**config.mk**
```make
export PLATFORM = sky130hd
export DESIGN_NAME = spi_register_controller
export DESIGN_NICKNAME = d
export VERILOG_FILES = /design/src/rtl/spi_register_controller.sv
export SDC_FILE = /design/constraint.sdc
export NUM_CORES = 1
export LEC_CHECK = 0
export ABC_AREA = 1
export BUFFER_PORTS_ARGS = -buffer_cell sky130_fd_sc_hd__buf_2
export CORE_UTILIZATION = 41
export CTS_CLUSTER_SIZE = 10
export DETAILED_ROUTE_END_ITERATION = 12
export PLACE_DENSITY = 0.71
export SLEW_MARGIN = 20
export SYNTH_ARGS = -nofsm -noshare
export SYNTH_HDL_FRONTEND = slang
export SYNTH_SLANG_ARGS = --single-unit
```
**constraint.sdc**
```tcl
create_clock -name clk -period 3.55 [get_ports clk]
set_input_delay 0.5325 -clock clk [delete_from_list [all_inputs] [get_ports clk]]
set_output_delay 0.5325 -clock clk [all_outputs]
set_load 0.01 [all_outputs]
```
**src/rtl/spi_register_controller.sv**
```systemverilog
// Command sequencer and register bank behind an SPI command slave; the bank is
// shared with a local fabric requester through a fixed-priority single-port arbiter.
module spi_register_controller #(
    parameter int                   WORD_SIZE    = 32,
    parameter int                   COMMAND_SIZE = 8,
    parameter int                   NUM_REGS     = 8,
    parameter logic [WORD_SIZE-1:0] ID_VALUE     = 32'h5049434F
) (
    input  logic                              clk,
    input  logic                              rst_n,
    input  logic [COMMAND_SIZE-1:0]           command,
    input  logic                              command_ready,
    input  logic [WORD_SIZE-1:0]              word_received,
    input  logic                              word_rx_complete,
    input  logic                              spi_cs,
    output logic [WORD_SIZE-1:0]              word_to_output,
    input  logic                              local_req,
    input  logic                              local_we,
    input  logic [$clog2(NUM_REGS)-1:0]       local_addr,
    input  logic [WORD_SIZE-1:0]              local_wdata,
    output logic                              local_ack,
    output logic [WORD_SIZE-1:0]              local_rdata,
    output logic [(NUM_REGS-1)*WORD_SIZE-1:0] ctrl_regs,
    output logic                              spi_write_strobe,
    output logic [7:0]                        abort_count
);
    localparam int IDX_W  = COMMAND_SIZE - 1;
    localparam int BANK_W = (NUM_REGS - 1) * WORD_SIZE;
    localparam logic [IDX_W:0] REG_LIMIT = (IDX_W + 1)'(NUM_REGS);

    typedef enum logic [1:0] {IDLE, STAGED, COMMIT} state_t;

    state_t               state_q, state_d;
    logic [IDX_W-1:0]     cmd_idx_q, cmd_idx_d;
    logic                 cmd_wr_q, cmd_wr_d;
    logic                 wr_pend_q, wr_pend_d;
    logic [WORD_SIZE-1:0] wdata_q, wdata_d;
    logic [BANK_W-1:0]    regs_q, regs_d;
    logic [WORD_SIZE-1:0] word_out_q, word_out_d;
    logic                 ack_q, ack_d;
    logic [WORD_SIZE-1:0] rdata_q, rdata_d;
    logic                 strobe_q, strobe_d;
    logic [7:0]           abort_q, abort_d;

    logic                 decode, bump_abort, spi_busy;
    logic [IDX_W-1:0]     loc_idx;

    // Register 0 is the constant ID; anything past the bank reads as zero.
    function automatic logic [WORD_SIZE-1:0] read_bank(input logic [IDX_W-1:0] idx,
                                                       input logic [BANK_W-1:0] bank);
        logic [WORD_SIZE-1:0] val;
        val = '0;
        if (idx == '0) val = ID_VALUE;
        for (int i = 1; i < NUM_REGS; i++) begin
            if (idx == IDX_W'(i)) val = bank[(i-1)*WORD_SIZE +: WORD_SIZE];
        end
        return val;
    endfunction

    function automatic logic is_rw(input logic [IDX_W-1:0] idx);
        return ({1'b0, idx} < REG_LIMIT) && (idx != '0);
    endfunction

    assign loc_idx = IDX_W'(local_addr);

    always_comb begin
        state_d    = state_q;
        cmd_idx_d  = cmd_idx_q;
        cmd_wr_d   = cmd_wr_q;
        wr_pend_d  = wr_pend_q;
        wdata_d    = wdata_q;
        regs_d     = regs_q;
        word_out_d = word_out_q;
        ack_d      = 1'b0;
        rdata_d    = rdata_q;
        strobe_d   = 1'b0;
        abort_d    = abort_q;
        decode     = 1'b0;
        bump_abort = 1'b0;

        case (state_q)
            IDLE: begin
                if (command_ready) decode = 1'b1;
            end
            STAGED: begin
                // A fresh command mid-word abandons the old one and restarts decode.
                if (command_ready) begin
                    bump_abort = 1'b1;
                    decode     = 1'b1;
                end else if (word_rx_complete) begin
                    state_d = COMMIT;
                    if (cmd_wr_q && is_rw(cmd_idx_q)) begin
                        wr_pend_d = 1'b1;
                        wdata_d   = word_received;
                    end
                end else if (spi_cs) begin
                    bump_abort = 1'b1;
                    state_d    = IDLE;
                end
            end
            COMMIT: begin
                state_d   = IDLE;
                wr_pend_d = 1'b0;
                if (wr_pend_q) begin
                    strobe_d = 1'b1;
                    for (int i = 1; i < NUM_REGS; i++) begin
                        if (cmd_idx_q == IDX_W'(i)) regs_d[(i-1)*WORD_SIZE +: WORD_SIZE] = wdata_q;
                    end
                end
            end
            default: state_d = IDLE;
        endcase

        if (decode) begin
            state_d    = STAGED;
            cmd_idx_d  = command[IDX_W-1:0];
            cmd_wr_d   = command[COMMAND_SIZE-1];
            wr_pend_d  = 1'b0;
            word_out_d = read_bank(command[IDX_W-1:0], regs_q);
        end

        if (bump_abort && (abort_q != 8'hFF)) abort_d = abort_q + 8'd1;

        // SPI owns the bank port on decode and commit cycles; the ack cycle is
        // skipped so a request still held high is not serviced twice.
        spi_busy = decode || (state_q == COMMIT);
        if (local_req && !spi_busy && !ack_q) begin
            ack_d   = 1'b1;
            rdata_d = read_bank(loc_idx, regs_q);
            if (local_we) begin
                for (int i = 1; i < NUM_REGS; i++) begin
                    if (loc_idx == IDX_W'(i)) regs_d[(i-1)*WORD_SIZE +: WORD_SIZE] = local_wdata;
                end
            end
        end
    end

    always_ff @(posedge clk or negedge rst_n) begin
        if (!rst_n) begin
            state_q    <= IDLE;
            cmd_idx_q  <= '0;
            cmd_wr_q   <= 1'b0;
            wr_pend_q  <= 1'b0;
            wdata_q    <= '0;
            regs_q     <= '0;
            word_out_q <= '0;
            ack_q      <= 1'b0;
            rdata_q    <= '0;
            strobe_q   <= 1'b0;
            abort_q    <= '0;
        end else begin
            state_q    <= state_d;
            cmd_idx_q  <= cmd_idx_d;
            cmd_wr_q   <= cmd_wr_d;
            wr_pend_q  <= wr_pend_d;
            wdata_q    <= wdata_d;
            regs_q     <= regs_d;
            word_out_q <= word_out_d;
            ack_q      <= ack_d;
            rdata_q    <= rdata_d;
            strobe_q   <= strobe_d;
            abort_q    <= abort_d;
        end
    end

    assign word_to_output   = word_out_q;
    assign local_ack        = ack_q;
    assign local_rdata      = rdata_q;
    assign ctrl_regs        = regs_q;
    assign spi_write_strobe = strobe_q;
    assign abort_count      = abort_q;

endmodule

```
-- Word level (Yosys, flattened, before mapping)
Cells that the tools add are included.
- register bits after elaboration: 341
- output and inout bits: 298
- bits of input ports: 82
- bitwise logic cells: 1
- multiplexer cells: 53
- magnitude comparators: 1
- reduce and logical (&&, ||, !) cells: 17
- add/subtract/negate cells: 1
- equality and inequality tests: 29
- operators by type and width (cell ; number):
    $mux W224 ; 4
    $mux W32 ; 28
    $mux W31 ; 2
    $eq A7 B3 Y1 const B ; 8
    $eq A7 B2 Y1 const B ; 4
    $eq A7 B1 Y1 const B ; 2
    $logic_not A7 Y1 ; 2
    $mux W1 ; 13
    $eq A3 B3 Y1 const B ; 4
    $ne A3 B3 Y1 const B ; 3
    $add A8 B1 Y8 const B ; 1
    $mux W2 ; 4
    $ne A8 B8 Y1 const B ; 1
    $reduce_and A4 Y1 ; 2
    $lt A7 B4 Y1 const B ; 1
    $reduce_bool A7 Y1 ; 1
    $eq A3 B2 Y1 const B ; 2
    $logic_and A1 B1 Y1 ; 5
    $ne A4 B4 Y1 const B ; 1
    $pmux W2 S2 ; 1
    $eq A3 B1 Y1 const B ; 1
    $reduce_and A3 Y1 ; 1
    $reduce_bool A3 Y1 ; 1
    $eq A2 B1 Y1 const B ; 1
    other kinds (8) ; 9

-- Depth between registers and ports, before layout
Gate-level depths: netlist of the first run.
- depth after elaboration: 9
- gate-level depth with buffers: 11
- mapped depth without buffers: 9

-- Least setup slack after synthesis of the first run
No wires, ideal clock.
- kind: in2reg
- start: input port command_ready
- end: register regs_q[38] (netlist: ctrl_regs[38])
- library setup time: 0.131 ns
- arrival: 1.633 ns
- data required time: 3.419 ns
- path buffers: 1
- stages on the path: 9
- slack: 1.786 ns
- cells stage by stage: inv_1 > nor2_2 > inv_2 > nand3_2 > nor2_4 > nand3_1 > clkbuf_1 > nand2_1 > o21ai_0
- word-level cells in the longest chain between the ends: 7
- ends and longest elaborated chain (item ; line ; text):
    start, declared ; 12 ; input logic command_ready,
    $mux W1 ; 83, 87 ;
    $mux W1 ; -- ;
    $logic_or A1 B1 Y1 ; 126 ; spi_busy = decode || (state_q == COMMIT);
    $logic_not A1 Y1 ; 127 ; if (local_req && !spi_busy && !ack_q) begin
    $logic_and A1 B1 Y1 (2 in series) ; 127 ;
    $mux W224 ; 127 ;
    net regs_d[38] ; 38 ; logic [BANK_W-1:0] regs_q, regs_d;
    end signal, assigned ; 157 ; regs_q <= regs_d;
    end, declared ; 38 ;
The timed path passes the listed nets, and every way through them passes these cells.
A chain may end at the register's enable or synchronous reset.

-- Worst setup path after layout of the first run
- start: register cmd_idx_q[5]
- end: register regs_q[148] (netlist: ctrl_regs[148])
- word-level cells in the longest chain between the ends: 7
- ends and longest elaborated chain (item ; line ; text):
    start, declared ; 34 ; logic [IDX_W-1:0] cmd_idx_q, cmd_idx_d;
    start signal, assigned ; 153 ; cmd_idx_q <= cmd_idx_d;
    $eq A7 B3 Y1 (*) ; 107 ; if (cmd_idx_q == IDX_W'(i)) regs_d[(i-1)*WORD_SIZE +: WORD_SIZE] = wdata_q;
    $mux W32 (*) ; 107 ;
    $mux W224 (*) ; 104 ; if (wr_pend_q) begin
    $mux W224 (*) ; 81 ; case (state_q)
    $mux W32 ; 132 ; if (loc_idx == IDX_W'(i)) regs_d[(i-1)*WORD_SIZE +: WORD_SIZE] = local_wdata;
    $mux W224 ; 130 ; if (local_we) begin
    $mux W224 (*) ; 127 ;
    net regs_d[148] ; 38 ;
The timed path passes the listed nets; every way through them passes the cells marked *.

==> results of run 1 <==
## per-stage QoR
stage	area (um^2)	total power, mW	utilization, %	instances	setup WS [ns]
2_1_floorplan	18200	6.72	-	2542	1.79
3_3_place_gp	20700	8.18	47.6	3364	0.741
3_5_place_dp	20700	8.28	47.6	3364	0.644
4_1_cts	21900	12.2	50.4	3426	1.03
5_1_grt	21900	12.8	50.4	3427	0.748
6_report	21900	12.3	50.4	3428	0.979
## power by group through the flow
stage	Sequential (mW)	Combinational, mW	Clock (mW)
floorplan	5.45	1.26	0
global placement	5.40	2.79	0
detailed placement	5.41	2.87	0
CTS	5.35	2.88	3.98
global route	5.45	3.24	4.11
finish	5.39	2.91	3.95
## final cells by class
cell class	instances	area, um^2
Antenna cell	2	5.00
Clock buffer	54	1150
Clock inverter	7	53.8
Fill cell	4251	21600
Inverter	180	676
Multi-Input combinational cell	1851	8550
Sequential cell	341	8530
Tap cell	585	732
Timing Repair Buffer	408	2190
## synth_stat cells, drive strengths merged
master / count
o311ai: 1
nor2: 168
inv: 179
or2: 1
nand3: 117
mux2: 1
clkinv: 1
xor2: 3
buf: 31
nor4: 2
o211ai: 4
a21oi: 77
o21ai: 538
nand2: 827
clkbuf: 139
xnor2: 4
o2111ai: 34
o22ai: 7
ha: 1
nand4: 54
o221ai: 6
nor3: 6
dfrtp: 341
## layer usage
| layer | vias up | global-route usage (%) | part of all wire [%] |
|---|---|---|---|
| met5 | - | 0 | 0.040 |
| li1 | 8938 | - | - |
| met1 | 9412 | 47.2 | 40 |
| met4 | 4 | 17.6 | 5.5 |
| met3 | 314 | 8.43 | 11 |
| met2 | 1352 | 50.5 | 43 |
## sequential cells by signal (all words and copies together) (netlist names)
name and flops:
abort_count 8, cmd_idx_q 7, cmd_wr_q 1, ctrl_regs 224, local_ack 1, local_rdata 32
spi_write_strobe 1, state_q 2, wdata_q 32, word_to_output 32, wr_pend_q 1
## cells in the final DEF, fill, tap and decap left out, types with 2 or more instances in the layout
cell type  count
a21oi_1       77
buf_12         5
buf_2        378
buf_4         23
clkbuf_1       7
clkbuf_16     42
clkbuf_8       5
clkinv_2       4
dfrtp_1      341
diode_2        2
inv_1        174
inv_2          6
inv_6          2
nand2_1      812
nand2_2        2
nand2_4       13
nand3_1      114
nand3_4        2
nand4_1       53
nor2_1       157
nor2_4        10
nor3_1         5
o2111ai_1     34
o211ai_1       4
o21ai_0      500
o21ai_1       38
o221ai_1       6
o22ai_1        7
xnor2_1        4
xor2_1         3
## kinds of logic (layout without fill, tap and decap cells)
group                    after synthesis  count (layout)
buffers and inverters                350             649
XOR/XNOR                               7               7
AND/OR/NAND/NOR                     1175            1175
AO/OA/AOI/OAI                        667             667
flip-flops                           341             341
other                                  0               2
adder cells (fa/ha/maj)                1               1
multiplexers                           1               1
## worst max-delay path, delay by kind of cell (launching register included)
kind,cells,cell delay (ns)
AO/OA/AOI/OAI,2,0.55
flip-flops,1,0.37
AND/OR/NAND/NOR,5,1.50
## timing repair
item / CTS / global route
hold buffers: 1 / 0
resized for setup: 0 / 0
setup endpoints to repair: 0 / 0
hold endpoints to repair: 64 / 0
## how the worst min path moves through the flow
stage | startpoint | to | slack (ns)
2_1_floorplan | rst_n | abort_count[0]$_DFFE_PN0P_ | 0.24
3_3_place_gp | cmd_wr_q$_DFFE_PN0P_ | cmd_wr_q$_DFFE_PN0P_ | 0.46
3_5_place_dp | local_rdata[6]$_DFFE_PN0P_ | local_rdata[6]$_DFFE_PN0P_ | 0.46
4_1_cts | command[7] | cmd_wr_q$_DFFE_PN0P_ | 0.16
5_1_grt | command_ready | state_q[1]$_DFFE_PN0P_ | 0.18
6_report | command[7] | cmd_wr_q$_DFFE_PN0P_ | 0.18
==> results by group, run 1 <==
Outcome
  • Status: complete, no violations

Setup path
  • Worst r2r path cells: 7
  • R2R Path End: ctrl_regs[148]$_DFF_PN0_
  • Worst setup path end: ctrl_regs[148]$_DFF_PN0_
  • Largest fanout on the critical path: 64
  • CP Cell Sequence: nor2_1, nand2_1, nor3_1, nand2_4, o21ai_0, nand2_1, o21ai_0
  • CP endpoint kind: flop
  • Slowest stage delay, CP: 0.60 ns
  • Arr. time, crit path: 3.02 ns
  • Setup crit start: cmd_idx_q[5]$_DFFE_PN0P_
  • CP max-delay cell: nand2_4
  • Crit Path Category: flop to flop
  • CP startpoint kind: flop
  • Flop2flop setup slack: 0.98 ns
  • Worst R2R Start: cmd_idx_q[5]$_DFFE_PN0P_
  • WP data required: 4.00 ns

Pwr
  • Power density over cell area: roughly 560 nW/um^2
  • Worst VDD drop: around 300 uV
  • Sw Share: between 30% and 40%
  • Flop pwr share: 44.0%
  • Combinational share of power: 23.8%
  • Clk pwr share: around 32%
  • P_int: about 8 mW
  • P_sw: 4.39 mW
  • P_leak: 11.4 nW

GRT
  • Total Routing Usage GR: 34.5%
  • Global-route wire length before repair: ~120 mm
  • Grt total ovfl: 0
  • Vias in the first global route: 18365
  • Initial antenna violation count: 3
  • Largest net degree at the start of global routing: 90

Synth
  • Seq cells post-synth: 341
  • Synth area leader: dfrtp_1
  • Yosys top cell area share: a little under half
  • Top cells by area, synth: dfrtp_1 47%, nand2_1 17%, o21ai_0 14%
  • Syn Area/Cell: 7.18 um^2
  • Sequential area share after synthesis: between 40% and 50%
  • Compound-Gate Fraction of Synth Area: 19.2%
  • Post-synthesis mux area share: 0.0617%
  • Syn nets: 2625
  • Syn. warnings: 0
  • Post-Synth Adder-Cell Area: less than 1%
  • Syn Std Cell Area: roughly 18000 um^2
  • Synthesized instance count: approximately 2500
  • Xor and xnor area share after synthesis: 0.336%
  • Main combinational cell family by area after synthesis: simple AND/OR/NAND/NOR gates
  • Netlist cell types: 32
  • Post-Synth Simple-Gate Area: between 20% and 30%

Place
  • DP HPWL: roughly 50 mm
  • I/O Buffers: 379
  • Gp weighted congestion: around 0.92

Floorplan
  • Core Box Area: 43500 um^2
  • Starting density of the core: about two fifths
  • Rows: 76
  • Die ar.: 45300 um^2
  • Die width: 213 um
  • Top Ports: 380
  • Die Span Y: 213 um

Timing
  • Final Hold Fails: 0
  • FMAX: 389 MHz
  • Final setup violation count: 0
  • Final slew viol count: 0
  • Part of the cycle the worst path needs: 72.4%
  • Total Neg Setup Slack: 0 ns
  • Hold WS: 0.185 ns
  • Final worst path period need: 2.57 ns
  • RSZ-0062 raised after global routing: no
  • Slew headroom: 26.1%
  • Clock Skews: 0.0213 ns
  • Worst-Margin Slew: 1.10 ns

Final layout
  • Layout cell share with drive strength beyond 1: 17.7%
  • Layout area overhead: 20.0%
  • Final nets: 2907

Clocking
  • Clk pin slew, worst setup/hold paths: 0.06 ns
  • Clk buf depth: 3
  • Clock sink total: around 340
  • CTS tree: built
  • TritonCTS Buffers: 42
  • Worst-Skew Late Latency: just under 0.6 ns
  • Post-CTS setup buffers: 0
  • H-tree depth: 2
  • Root Driver: clkbuf_16

Drt
  • Drt first pass iters: 6
  • Routed wire length: 79.1 mm
  • Vias: between 20000 and 25000
  • DRC errors left: 0
  • Vias per Instance: 5.84
  • Wire per inst: 23.1 um
  • Post-route ant nets: 0
  • 1st-iter DRT viols: 2647

Worst hold path
  • Hold Crit Class: primary input to flop
  • WHS Path Cells: 3

Job
  • Max Cap Violations: 0
(Power assumes the default switching activity.)
==> inputs of run 2 (changes only) <==
- PLACE_DENSITY: 0.71 -> 0.73
- clock period: 3.55 -> 2.1 ns (I/O delays scaled with it)
==> results by group, run 2 (synthesized netlist as in run 1, its figures left out) <==
Setup path
  • Worst R2R Start: local_ack$_DFF_PN0_
  • WP data required: 2.61 ns
  • Largest fanout on the critical path: 59
  • R2R Path End: local_rdata[6]$_DFFE_PN0P_
  • Worst r2r path cells: 8
  • Crit Path Category: primary input to flop
  • CP startpoint kind: primary input
  • Flop2flop setup slack: ~0.17 ns
  • CP endpoint kind: flop
  • Arr. time, crit path: 2.45 ns

Place
  • Gp weighted congestion: ~0.93
  • DP HPWL: 53.7 mm
  • I/O Buffers: 379
  • Placed Instances: 3430

Timing
  • Final slew viol count: 0
  • Slew headroom: 52.5%
  • RSZ-0062 raised after global routing: no
  • Clock Skews: 0.0170 ns
  • Final setup violation count: 0
  • FMAX: 515 MHz
  • Final worst path period need: 1.94 ns
  • Worst-Margin Slew: 0.712 ns
  • Part of the cycle the worst path needs: 92.4%
  • Total Neg Setup Slack: 0 ns
  • Final Hold Fails: 0

Drt
  • Drt first pass iters: 8
  • DRC errors left: 0
  • Vias: 20290
  • 1st-iter DRT viols: between 3000 and 4000
  • Wire per inst: 23.0 um
  • Post-route ant nets: 0
  • Vias per Instance: just under 6
  • Routed wire length: 80.5 mm

GRT
  • Gr busiest metal: met2
  • GR met3 Demand/Resource: 8.21%
  • Global-route wire length before repair: roughly 120 mm
  • M2 GR Usage: 51.9%
  • Total Routing Usage GR: 35.2%
  • Initial antenna violation count: 2
  • Largest net degree at the start of global routing: 71
  • Grt total ovfl: 0
  • Met1 GRT Util: a little under half
  • Vias in the first global route: 19104

Pwr
  • Power density over cell area: 901 nW/um^2
  • P_leak: 11.7 nW
  • Worst VDD drop: 458 uV
  • Overall power: 20.5 mW

Final layout
  • Most frequent cells in the layout: 811 x nand2_1, 500 x o21ai_0, 378 x buf_2
  • Final Non-Filler Cells: 3504
  • FF+latch area: around 8500 um^2
  • Multi-input logic area: ~8500 um^2
  • Final nets: 2990
  • Leading cell type in the layout, fill and taps excluded: nand2_1
  • Flip-flop count of the largest register after layout: 224
  • Post-Route Utilization: between 50% and 60%
  • Layout area overhead: 24.5%
  • Layout cell share with drive strength beyond 1: 19.3%
  • Filler Cells Inserted: 4198

Clocking
  • H-tree depth: 2
  • TritonCTS Buffers: between 40 and 50
  • CTS tree: built
  • Clk pin slew, worst setup/hold paths: 0.06 ns
  • Clk buf depth: 3
  • Root Driver: clkbuf_16
  • Worst-Skew Late Latency: 0.57 ns
  • Clock sink total: 341

Floorplan
  • Starting density of the core: between 40% and 50%
  • Die width: 213 um
  • Rows: 76
  • Core Box Area: 43500 um^2
  • Die Span Y: 213 um
  • Die ar.: around 45000 um^2
  • Top Ports: 380

Worst hold path
  • Hold Crit Class: primary input to flop
  • WHS Path Cells: 3
  • Hold EP: wdata_q[2]$_DFFE_PN0P_
  • Hold Path Origin: word_received[2]

Outcome
  • Status: complete, no violations

Job
  • Max Cap Violations: 0
==> run 2: cell types whose count changed in the layout (fill, tap and decap cells not counted), sizes merged <==
cell         before  now
dlygate4sd3       1   19
diode             2    1
buf             407  473
clkbuf           54   50
clkinvlp          0    1
clkinv            5    1
==> run 2: power breakdown <==
group	total (mW)	internal, mW	switching [mW]	leakage [nW]
Clock	6.37	3.58	2.79	0.541
Sequential	9.10	7.74	1.36	4.35
Combinational	5.00	1.84	3.17	6.85
==> run 2: final cells by class <==
cell class	count	share of cell area, %
clock buffers	50	4.75
multi-input cells	1851	37.5
inverters	180	2.98
flip-flops and latches	341	37.6
well taps	585	3.22
repair buffers	492	13.8
clock inverters	4	0.132
diodes	1	0.0110
==> run 2: per-stage QoR <==
stage	cell area, um^2	setup slack [ns]	hold WS, ns
2_1_floorplan	18200	0.484	0.0194
3_3_place_gp	21400	0.193	0.243
3_5_place_dp	21400	0.172	0.248
4_1_cts	22700	0.210	0.000521
5_1_grt	22700	0.0399	0.0169
6_report	22700	0.159	0.0115
==> run 2: worst max-delay path, stage by stage <==
cell and delay, ns:
dlygate4sd3_1 0.54, buf_2 0.14, inv_1 0.11, nor2_4 0.05
inv_2 0.07, nand3_4 0.09, buf_12 0.25, inv_1 0.37
o21ai_0 0.16, a21oi_1 0.15, nand3_1 0.11, nand2_1 0.07
==> run 2: worst max path at each step <==
stage,end,startpoint,slack [ns]
after global routing,local_rdata[8]$_DFFE_PN0P_,command_ready,0.04
after global placement,local_rdata[6]$_DFFE_PN0P_,local_req,0.19
after CTS,ctrl_regs[188]$_DFF_PN0_,state_q[1]$_DFFE_PN0P_,0.21
final,local_rdata[6]$_DFFE_PN0P_,command_ready,0.16
after floorplan,ctrl_regs[10]$_DFF_PN0_,cmd_idx_q[5]$_DFFE_PN0P_,0.48
after detailed placement,word_to_output[23]$_DFFE_PN0P_,command[5],0.17
==> run 2: metal layers <==
metal	share of wire, %	up-vias
met2	43	1512
met1	39	9351
met3	13	325
li1	-	9100
met4	5.8	2
met5	0.020	-
==> run 2: timing repair <==
item,CTS,global route
buffers inserted,0,0
endpoints found under the hold margin,51,0
hold buffers,19,0
gates resized for setup,0,1
endpoints found under the setup margin,0,1
